$ cat config.mk
export PLATFORM = sky130hd
export DESIGN_NAME = alu_muldiv
export DESIGN_NICKNAME = d
export VERILOG_FILES = /design/src/rtl/alu_muldiv.sv
export SDC_FILE = /design/constraint.sdc
export NUM_CORES = 1
export LEC_CHECK = 0
export CAP_MARGIN = 20
export CELL_PAD_IN_SITES_DETAIL_PLACEMENT = 1
export CELL_PAD_IN_SITES_GLOBAL_PLACEMENT = 2
export CORE_MARGIN = 2
export CORE_UTILIZATION = 35
export DETAILED_ROUTE_END_ITERATION = 8
export PLACE_DENSITY_LB_ADDON = 0.1
export SLEW_MARGIN = 10
export SYNTH_ARGS = -nofsm -noshare
export SYNTH_HDL_FRONTEND = slang
export SYNTH_SLANG_ARGS = --single-unit
$ cat constraint.sdc
create_clock -name clk -period 4.34 [get_ports clk]
set_input_delay 0.434 -clock clk [delete_from_list [all_inputs] [get_ports clk]]
set_output_delay 0.434 -clock clk [all_outputs]
set_load 0.05 [all_outputs]
$ cat src/rtl/alu_muldiv.sv
`default_nettype none
//==============================================================================
// Module   : alu_muldiv
// Brief    : Iterative shift-add multiply / restoring divide (MULU, MUL, DIVU,
//            DIV) for byte and word operands. Optional macro
//            MULDIV_EARLY_OUT_EN ends a multiply once no multiplier bits remain.
// Revision : 1.0
//==============================================================================
module alu_muldiv #(
    parameter int DATA_W         = 16,
    parameter int BITS_PER_CYCLE = 1
) (
    input  logic              clk,
    input  logic              reset,
    input  logic              start,
    input  logic [1:0]        op,
    input  logic              wide,
    input  logic [DATA_W-1:0] a_hi,
    input  logic [DATA_W-1:0] a_lo,
    input  logic [DATA_W-1:0] b,
    output logic              busy,
    output logic              done,
    output logic [DATA_W-1:0] result_lo,
    output logic [DATA_W-1:0] result_hi,
    output logic              cy_v,
    output logic              div_error,
    output logic [5:0]        cycles
);

    localparam int c_HALF_W = DATA_W / 2;
    localparam int c_PROD_W = 2 * DATA_W;

    localparam logic [5:0] c_ITERS_WORD = 6'(DATA_W / BITS_PER_CYCLE);
    localparam logic [5:0] c_ITERS_BYTE = 6'(c_HALF_W / BITS_PER_CYCLE);

    localparam logic [DATA_W-1:0] c_LIM_WORD = {1'b1, {(DATA_W-1){1'b0}}};
    localparam logic [DATA_W-1:0] c_LIM_BYTE = {{c_HALF_W{1'b0}}, 1'b1, {(c_HALF_W-1){1'b0}}};

    localparam logic [1:0] c_ST_IDLE = 2'd0;
    localparam logic [1:0] c_ST_LOAD = 2'd1;
    localparam logic [1:0] c_ST_ITER = 2'd2;
    localparam logic [1:0] c_ST_FIX  = 2'd3;

    logic [1:0]          r_state;
    logic [1:0]          w_state_nxt;
    logic                w_accept;
    logic                w_load;
    logic                w_iter;
    logic                w_fix;

    logic [1:0]          r_op;
    logic                r_wide;
    logic [DATA_W-1:0]   r_a_hi;
    logic [DATA_W-1:0]   r_a_lo;
    logic [DATA_W-1:0]   r_b;

    logic [c_PROD_W-1:0] r_acc;
    logic [c_PROD_W-1:0] r_mcand;
    logic [DATA_W-1:0]   r_mplier;
    logic [DATA_W-1:0]   r_rem;
    logic [DATA_W-1:0]   r_quo;
    logic [DATA_W-1:0]   r_dvs;
    logic                r_neg_q;
    logic                r_neg_r;
    logic                r_dz;
    logic                r_ovf;
    logic [5:0]          r_cnt;

    logic                r_done;
    logic [DATA_W-1:0]   r_res_lo;
    logic [DATA_W-1:0]   r_res_hi;
    logic                r_cy_v;
    logic                r_div_err;
    logic [5:0]          r_cycles;

    logic                w_is_div;
    logic                w_is_signed;
    logic [DATA_W-1:0]   w_mc_ext;
    logic [DATA_W-1:0]   w_mp_ext;
    logic                w_mc_neg;
    logic                w_mp_neg;
    logic [DATA_W-1:0]   w_mc_mag;
    logic [DATA_W-1:0]   w_mp_mag;
    logic [c_PROD_W-1:0] w_dvd_ext;
    logic [c_PROD_W-1:0] w_dvd_mag;
    logic                w_dvd_neg;
    logic [DATA_W-1:0]   w_dvd_top;
    logic [DATA_W-1:0]   w_dvd_low;
    logic                w_dz;

    logic [c_PROD_W-1:0] w_acc_nxt;
    logic [c_PROD_W-1:0] w_mcand_nxt;
    logic [DATA_W-1:0]   w_mplier_nxt;
    logic [DATA_W-1:0]   w_rem_nxt;
    logic [DATA_W-1:0]   w_quo_nxt;
    logic [DATA_W:0]     w_trial;
    logic [DATA_W:0]     w_diff;
    logic [5:0]          w_iter_target;
    logic                w_early;
    logic                w_iter_last;

    logic [c_PROD_W-1:0] w_prod;
    logic [DATA_W-1:0]   w_q;
    logic [DATA_W-1:0]   w_r;
    logic [DATA_W-1:0]   w_q_lim;
    logic                w_q_big;
    logic                w_div_err;
    logic                w_mul_ovf;

    assign w_is_div    = r_op[1];
    assign w_is_signed = r_op[0];

    // ---------------- FSM: state register ----------------
    always_ff @(posedge clk) begin
        if (reset) begin
            r_state <= c_ST_IDLE;
        end else begin
            r_state <= w_state_nxt;
        end
    end

    // ---------------- FSM: next state ----------------
    always_comb begin
        w_state_nxt = r_state;
        case (r_state)
            c_ST_IDLE: if (start) w_state_nxt = c_ST_LOAD;
            // Zero divisor skips ITER; FIX reports the fault one edge later.
            c_ST_LOAD: w_state_nxt = w_dz ? c_ST_FIX : c_ST_ITER;
            c_ST_ITER: if (w_iter_last) w_state_nxt = c_ST_FIX;
            c_ST_FIX:  w_state_nxt = c_ST_IDLE;
            default:   w_state_nxt = c_ST_IDLE;
        endcase
    end

    // ---------------- FSM: outputs ----------------
    always_comb begin
        busy     = (r_state != c_ST_IDLE);
        w_accept = (r_state == c_ST_IDLE) & start;
        w_load   = (r_state == c_ST_LOAD);
        w_iter   = (r_state == c_ST_ITER);
        w_fix    = (r_state == c_ST_FIX);
    end

    // Operand magnitudes and signs from the latched request.
    always_comb begin
        w_mc_ext  = r_wide ? r_a_lo
                  : {{c_HALF_W{w_is_signed & r_a_lo[c_HALF_W-1]}}, r_a_lo[c_HALF_W-1:0]};
        w_mp_ext  = r_wide ? r_b
                  : {{c_HALF_W{w_is_signed & r_b[c_HALF_W-1]}}, r_b[c_HALF_W-1:0]};
        w_mc_neg  = w_is_signed & w_mc_ext[DATA_W-1];
        w_mp_neg  = w_is_signed & w_mp_ext[DATA_W-1];
        w_mc_mag  = w_mc_neg ? -w_mc_ext : w_mc_ext;
        w_mp_mag  = w_mp_neg ? -w_mp_ext : w_mp_ext;
        w_dvd_ext = r_wide ? {r_a_hi, r_a_lo}
                  : {{DATA_W{w_is_signed & r_a_lo[DATA_W-1]}}, r_a_lo};
        w_dvd_neg = w_is_signed & w_dvd_ext[c_PROD_W-1];
        w_dvd_mag = w_dvd_neg ? -w_dvd_ext : w_dvd_ext;
        // Byte dividend is left-aligned so the next bit to shift is always the MSB.
        w_dvd_top = r_wide ? w_dvd_mag[c_PROD_W-1:DATA_W]
                  : {{c_HALF_W{1'b0}}, w_dvd_mag[DATA_W-1:c_HALF_W]};
        w_dvd_low = r_wide ? w_dvd_mag[DATA_W-1:0]
                  : {w_dvd_mag[c_HALF_W-1:0], {c_HALF_W{1'b0}}};
        w_dz      = w_is_div & (w_mp_mag == '0);
    end

    // One iteration: BITS_PER_CYCLE shift-add and restoring-divide steps.
    always_comb begin
        w_acc_nxt    = r_acc;
        w_mcand_nxt  = r_mcand;
        w_mplier_nxt = r_mplier;
        w_rem_nxt    = r_rem;
        w_quo_nxt    = r_quo;
        w_trial      = '0;
        w_diff       = '0;
        for (int j = 0; j < BITS_PER_CYCLE; j++) begin
            if (w_mplier_nxt[0]) w_acc_nxt = w_acc_nxt + w_mcand_nxt;
            w_mcand_nxt  = w_mcand_nxt << 1;
            w_mplier_nxt = w_mplier_nxt >> 1;
            w_trial      = {w_rem_nxt, w_quo_nxt[DATA_W-1]};
            w_diff       = w_trial - {1'b0, r_dvs};
            w_rem_nxt    = w_diff[DATA_W] ? w_trial[DATA_W-1:0] : w_diff[DATA_W-1:0];
            w_quo_nxt    = {w_quo_nxt[DATA_W-2:0], ~w_diff[DATA_W]};
        end
    end

`ifdef MULDIV_EARLY_OUT_EN
    assign w_early = ~w_is_div & (w_mplier_nxt == '0);
`else
    assign w_early = 1'b0;
`endif

    assign w_iter_target = r_wide ? c_ITERS_WORD : c_ITERS_BYTE;
    assign w_iter_last   = (r_cnt + 6'd1 == w_iter_target) | w_early;

    // Sign fix-up, overflow and range checks.
    always_comb begin
        w_prod    = r_neg_q ? -r_acc : r_acc;
        w_q       = r_neg_q ? -r_quo : r_quo;
        w_r       = r_neg_r ? -r_rem : r_rem;
        w_q_lim   = r_wide ? c_LIM_WORD : c_LIM_BYTE;
        w_q_big   = r_neg_q ? (r_quo > w_q_lim) : (r_quo >= w_q_lim);
        w_div_err = r_dz | r_ovf | (w_is_signed & w_q_big);
        if (r_wide) begin
            w_mul_ovf = w_is_signed
                      ? (w_prod[c_PROD_W-1:DATA_W] != {DATA_W{w_prod[DATA_W-1]}})
                      : (w_prod[c_PROD_W-1:DATA_W] != '0);
        end else begin
            w_mul_ovf = w_is_signed
                      ? (w_prod[DATA_W-1:c_HALF_W] != {c_HALF_W{w_prod[c_HALF_W-1]}})
                      : (w_prod[DATA_W-1:c_HALF_W] != '0);
        end
    end

    // Datapath registers; only meaningful while busy, so no reset.
    always_ff @(posedge clk) begin
        if (w_accept) begin
            r_op   <= op;
            r_wide <= wide;
            r_a_hi <= a_hi;
            r_a_lo <= a_lo;
            r_b    <= b;
        end
        if (w_load) begin
            r_acc    <= '0;
            r_mcand  <= {{DATA_W{1'b0}}, w_mc_mag};
            r_mplier <= w_mp_mag;
            r_rem    <= w_dvd_top;
            r_quo    <= w_dvd_low;
            r_dvs    <= w_mp_mag;
            r_neg_q  <= w_is_div ? (w_dvd_neg ^ w_mp_neg) : (w_mc_neg ^ w_mp_neg);
            r_neg_r  <= w_dvd_neg;
            r_dz     <= w_dz;
            r_ovf    <= w_is_div & (w_dvd_top >= w_mp_mag);
            r_cnt    <= '0;
        end
        if (w_iter) begin
            r_acc    <= w_acc_nxt;
            r_mcand  <= w_mcand_nxt;
            r_mplier <= w_mplier_nxt;
            r_rem    <= w_rem_nxt;
            r_quo    <= w_quo_nxt;
            r_cnt    <= r_cnt + 6'd1;
        end
    end

    always_ff @(posedge clk) begin
        if (reset) begin
            r_done    <= 1'b0;
            r_res_lo  <= '0;
            r_res_hi  <= '0;
            r_cy_v    <= 1'b0;
            r_div_err <= 1'b0;
            r_cycles  <= '0;
        end else begin
            r_done <= 1'b0;
            if (w_fix) begin
                r_done   <= 1'b1;
                r_cycles <= r_cnt;
                if (w_is_div) begin
                    r_div_err <= w_div_err;
                    if (!w_div_err) begin
                        r_res_lo <= r_wide ? w_q : {{c_HALF_W{1'b0}}, w_q[c_HALF_W-1:0]};
                        r_res_hi <= r_wide ? w_r : {{c_HALF_W{1'b0}}, w_r[c_HALF_W-1:0]};
                    end
                end else begin
                    r_div_err <= 1'b0;
                    r_cy_v    <= w_mul_ovf;
                    r_res_lo  <= w_prod[DATA_W-1:0];
                    r_res_hi  <= r_wide ? w_prod[c_PROD_W-1:DATA_W] : '0;
                end
            end
        end
    end

    assign done      = r_done;
    assign result_lo = r_res_lo;
    assign result_hi = r_res_hi;
    assign cy_v      = r_cy_v;
    assign div_error = r_div_err;
    assign cycles    = r_cycles;

endmodule
`default_nettype wire

==> Word level (Yosys, flattened, before mapping) <==
Cells that the tools add are included.
{ "totals": {"ff_bits": 232, "word_cells": 118, "inputBits": 54} }
{ "classes": {"mux": 45, "addsub": 9, "order_cmp": 3, "n_eq_ne": 10, "reduce_logical": 10, "bitwise": 16} }
{ "op_table": {"columns": ["cell", "n"], "rows": [
  ["2-to-1 mux 16 bit", 21],
  ["2-to-1 mux 32 bit", 8],
  ["negator 16 bit", 4],
  ["negator 32 bit", 2],
  ["adder 32 bit", 1],
  ["greater-or-equal comparator 16 bit", 2],
  ["2-to-1 mux 15 bit", 2],
  ["subtractor 17 x 16 -> 17 bit", 1],
  ["> comparator 16 bit", 1],
  ["logical NOT 16 bit", 1],
  ["!= test 16 bit", 1],
  ["nonzero test 16 bit", 1],
  ["2-to-1 mux 6 bit", 2],
  ["AND 1 bit", 10],
  ["2-to-1 mux 1 bit", 8],
  ["!= test 8 bit", 1],
  ["one-hot mux 2 bit (4 select lines)", 1],
  ["AND reduction 2 bit", 4],
  ["nonzero test 8 bit", 1],
  ["adder 6 x 1 -> 6 bit, second input constant", 1],
  ["equality test 6 x 5 -> 1 bit", 1],
  ["2-to-1 mux 5 bit", 1],
  ["equality test 2 bit, second input constant", 2],
  ["2-to-1 mux 2 bit", 2],
  ["other kinds (8)", 14]
]} }

==> Logic depth before layout (Yosys ltp) <==
{ "depth": {"depth_word": 8, "depth_mapped": 19} }

==> Least setup slack after synthesis <==
OpenSTA, ideal clock, no wires.
{ "synth_timing": {"path_type": "register to register", "from": "register r_wide", "to": "register r_res_hi[14] (netlist: result_hi[14])", "stages_incl_launch_ff": 17, "arrival_ns": 3.993, "slack_ns": 0.277, "required_ns": 4.270, "cell_sequence": "edfxtp_1 > clkbuf_1 > clkbuf_1 > clkbuf_1 > inv_1 > clkbuf_1 > clkbuf_1 > ha_1 > and3_1 > and3_1 > a211o_1 > a311o_1 > a21boi_0 > clkbuf_1 > clkbuf_1 > o2111ai_1 > a21oi_1"} }
{ "synth_between": {"elab_chain_cells": 7, "elab_cells_between_ends": 12, "cone_classes": "order compare: 2; eq/ne: 1; mux: 6; bitwise: 2; reduce/logical: 1"} }
{ "synth_lines": {"columns": ["element", "line", "text"], "rows": [
  ["from (decl)", "52", "logic r_wide;"],
  ["from (signal assigned)", "218", "r_wide <= wide;"],
  ["2-to-1 mux 16 bit", "200", "w_q_lim = r_wide ? c_LIM_WORD : c_LIM_BYTE;"],
  ["greater-or-equal comparator 16 bit or > comparator 16 bit (tied branches)", "201", "w_q_big = r_neg_q ? (r_quo > w_q_lim) : (r_quo >= w_q_lim);"],
  ["2-to-1 mux 1 bit", "201", null],
  ["AND 1 bit", "202", "w_div_err = r_dz | r_ovf | (w_is_signed & w_q_big);"],
  ["bitwise OR 1 bit", "202", null],
  ["!= test 2 bit (no source line)", null, null],
  ["AND reduction 2 bit (no source line)", null, null],
  ["to (signal assigned)", "263", "r_res_hi <= r_wide ? w_r : {{c_HALF_W{1'b0}}, w_r[c_HALF_W-1:0]};"],
  ["to (signal assigned)", "269", "r_res_hi <= r_wide ? w_prod[c_PROD_W-1:DATA_W] : '0;"],
  ["to (decl)", "71", "logic [DATA_W-1:0] r_res_hi;"]
]} }
Parallel ways exist; a longest one is shown, timed or not. The select of a mux whose other input is x is not followed.
A chain may end at the register's enable or synchronous reset.

==> Final worst setup path <==
{ "layout_timing": {"from": "register r_a_lo[3]", "to": "register r_ovf (data pin)"} }
{ "layout_between": {"elab_chain_cells": 6} }
{ "layout_lines": {"columns": ["element", "line", "text"], "rows": [
  ["from (decl)", "54", "logic [DATA_W-1:0] r_a_lo;"],
  ["from (signal assigned)", "220", "r_a_lo <= a_lo;"],
  ["2-to-1 mux 32 bit", "154", "w_dvd_ext = r_wide ? {r_a_hi, r_a_lo}"],
  ["negator 32 bit", "157", "w_dvd_mag = w_dvd_neg ? -w_dvd_ext : w_dvd_ext;"],
  ["2-to-1 mux 32 bit", "157", null],
  ["2-to-1 mux 16 bit", "159", "w_dvd_top = r_wide ? w_dvd_mag[c_PROD_W-1:DATA_W]"],
  ["greater-or-equal comparator 16 bit", "233", "r_ovf <= w_is_div & (w_dvd_top >= w_mp_mag);"],
  ["AND 1 bit", "233", null],
  ["to (signal assigned)", "233", null],
  ["to (decl)", "66", "logic r_ovf;"]
]} }
Every way passes these cells.

==> impl_results.md <==
- R2r setup slk: 0.26 ns
- Tmin final: 4.081 ns
- Max-cap check violation count: 0
- Vias in the first global route: ~12000
- Mux cell area share after synthesis: 0.03809
- Hpwl dp: 35200 µm
- Synth top cells by count: edfxtp_1 (187), nand2_1 (175), nor2_1 (134)
- Die Footprint: 44180 µm²
- # Post-CTS Setup Buffers: 0
- Crit Path Max Fanout: 5
- Clock power frac: 0.158
- Post-synthesis simple-gate area fraction: 0.1666
- Cell count after synthesis: around 1600
- Largest net degree at the start of global routing: just over 80
- Storage element area: 6516 µm²
- Ports: 96
- Cell Int Power: 0.008122 W
- Global-route wire length before repair: 73360 µm
- LEAKAGE: around 6.4 nW
- Setup CP Type: flip-flop to flip-flop
- Routed wire length: between 40000 and 50000 µm
- Row count: 75
- FF+latch count, synth: ~230
- CTS tree: yes
- GRT Total Usage: 0.2121
- Synth top area cells: edfxtp_1 (38%), ha_1 (6.5%), dfxtp_1 (6.1%), nand2_1 (4.4%), xnor2_1 (4.1%)
- CP Capture Type: flip-flop
- Final period utilization: 0.9402
- Grt ovf: 0
- Placed instance count: between 2000 and 2500
- Setup TNS Final: 0 ns
- Routed wl met3: 1776 µm
- Crit start category: flip-flop
- Reg2reg start: r_a_lo[3]
- Dominant cell type by area after synthesis: edfxtp_1
- Worst Hold Class: input pin to flip-flop
- Peak Freq: 0.2451 GHz
- Drt pass-1 iters: 5
- Synth unique cells: 73
- Unrepaired setup endpoints after global routing: no
- Final hold vios: 0
- Vias per inst: about 5.5
- Compound-cell area share of the yosys netlist: 0.1699
- Tightest Pin Transition: 0.9250 ns
- Rel. slew slack: 0.3833
- WHS Path Cells: 1
- Routability cong.: approximately 0.83
- Post-synth top flop: edfxtp_1
- CORE AREA: between 40000 and 50000 µm²
- Cts hold-fix bufs: 0
- Synthesized Nets: roughly 1700
- Clock root buffer: clkbuf_16
- Port-buffer cells: 95
- Sequential Power Share: 0.317
- Initial antenna violation count: 0
- Post-Synth Adder-Cell Area: 0.06744
- Post-CTS sizing: 0
- Routed WL per cell: 21.07 µm
- Die width: 210.2 µm
- P_sw: about 0.0067 W
- Final std cells w/o fill: 2200
- Worst Path Arrival: 4.38 ns
- Number of enable flip-flop cells after synthesis: 187
- Worst VDD drop: between 300 and 400 µV
- Clock skew: around 0.013 ns
- Met1 WL: approximately 23000 µm
- Synth Area in XOR/XNOR: 0.08241
- Vias: between 10000 and 15000
- Mapped cell area: 14880 µm²
- H-Tree Depth: 1
- Share of the synthesized area in the top cell type: 0.3774
- Switch share: 0.4539
- Hold worst-path end: r_b[12]
- Sequential share of the synthesized area: 0.4379
- Count leader, synth: edfxtp_1
- Largest family of logic cells by synthesized area: compound AO/OA/AOI/OAI gates
- Syn avg cell area: around 9.5 µm²
- Met2 WL: about 21000 µm
- Ys Warns: 0
- Setup crit start: r_a_lo[3]
- FF-to-FF path depth: 17
- Layout cells sized above 1: 0.06803
- Area grow syn2layout: 16.73%
- Chip height: about 210 µm
- Routed Antenna Nets: 0
- Post-synth ARST share: 0
- Comb power frac: 0.526
- Final setup viols: 0
- Nets: about 1800
- Fill cells: between 4000 and 5000
- Pwr Density: ~860 nW/µm²
- Initial Util: 0.3547
- FF-to-FF End: r_ovf
- Slew Limit Fails: 0
- Multi-input logic area: just under 8000 µm²
- Max Root-Sink Buffers: 3
- Worst EP required: around 4.6 ns
- Top Metal Used: met4
- N_diodes: 0
- Clk_lat worst skew: between 0.5 and 0.6 ns
- DRT iter0 DRCs: between 500 and 600
- CTS sink count: ~230
- Status: complete, no violations
- Worst-path clk slew: 0.06 ns
- Min-delay src: b[12]
- DRC errors left: 0
- Clock buffer count from CTS: 29
[cells in the final DEF, fill, tap and decap left out, types with 22 or more instances in the layout]
cell	count
edfxtp_1	187
nand2_1	175
nor2_1	134
o21ai_0	113
clkdlybuf4s50_1	94
a21oi_1	88
ha_1	75
xor2_1	70
xnor2_1	70
inv_1	68
dfxtp_1	45
mux2i_1	33
o31ai_1	33
nand3_1	32
nor3_1	31
clkbuf_16	29
buf_4	28
and2_1	24
nand2b_1	22
[per-layer routing]
layer / up-vias / GRT usage
met5: - / 0
met4: 0 / 0.03962
met3: 37 / 0.02637
met2: 189 / 0.3427
met1: 5924 / 0.3069
li1: 5864 / -
[worst max-delay path by stage]
| stage | endpoint | slack, ns | depth (start not counted) |
|---|---|---|---|
| 2_1_floorplan | result_hi[14] | 0.28 | 16 |
| 3_3_place_gp | r_ovf | 0.37 | 17 |
| 3_5_place_dp | r_ovf | 0.27 | 17 |
| 4_1_cts | r_ovf | 0.24 | 17 |
| 5_1_grt | r_ovf | 0.04 | 17 |
| 6_report | r_ovf | 0.26 | 17 |
[registers in the layout, summed over array words and instances, names as in the netlist]
name	cells
r_a_lo	16
r_state	2
r_mcand	32
div_error	1
r_cnt	6
r_neg_r	1
result_lo	16
result_hi	16
r_dvs	16
r_neg_q	1
cycles	6
r_acc	32
r_wide	1
r_ovf	1
r_b	16
r_dz	1
r_quo	16
r_mplier	16
done	1
cy_v	1
r_op	2
r_rem	16
r_a_hi	16
[critical path: stages, from the launching register on]
cell	delay, ns
edfxtp_1	0.47
nor3_1	0.32
nand3b_1	0.20
or3_1	0.43
nand2_1	0.12
xnor2_1	0.14
nor2_1	0.06
a311oi_1	0.35
ha_1	0.30
nand2b_1	0.14
a21o_1	0.17
a21o_1	0.18
a21o_1	0.18
a21o_1	0.17
a21o_1	0.17
a21o_1	0.17
a21oi_1	0.14
o31ai_1	0.09
[power groups by stage]
| stage | Clock, W | Sequential, W | Combinational, W |
|---|---|---|---|
| CTS | 0.00241 | 0.00472 | 0.00790 |
| global placement | 0 | 0.00474 | 0.00772 |
| floorplan | 0 | 0.00449 | 0.00559 |
| detailed placement | 0 | 0.00476 | 0.00786 |
| global route | 0.00250 | 0.00484 | 0.00880 |
| finish | 0.00235 | 0.00471 | 0.00782 |
[logic make-up (layout without fill, tap and decap cells)]
family                     Yosys count  after routing
AOI/OAI and AO/OA                  391            391
muxes                               53             53
xor gates and xnor gates           140            140
buffers and inverters              145            246
DFF                                232            232
adders and majority gates           79             79
and+or+nand+nor                    520            520
[area by class of cell]
class | count | area share
multi-input cells | 1183 | 0.4515
flip-flops and latches | 232 | 0.3752
clock buffers | 37 | 0.04467
well taps | 539 | 0.03883
repair buffers | 124 | 0.06772
clock inverters | 15 | 0.006988
inverters | 70 | 0.01513
[per-stage QoR]
stage	instance area (µm²)	hold WS, ns	util	power [W]	setup WS (ns)
global placement	16450	0.4477	0.3922	0.01246	0.3731
finish	17370	0.4278	0.4140	0.01487	0.2595
detailed placement	16470	0.4502	0.3927	0.01262	0.2693
CTS	17370	0.3954	0.4140	0.01503	0.2354
global route	17370	0.3900	0.4140	0.01614	0.03605
floorplan	14880	0.4602	-	0.01007	0.2770
(Power assumes the default switching activity.)
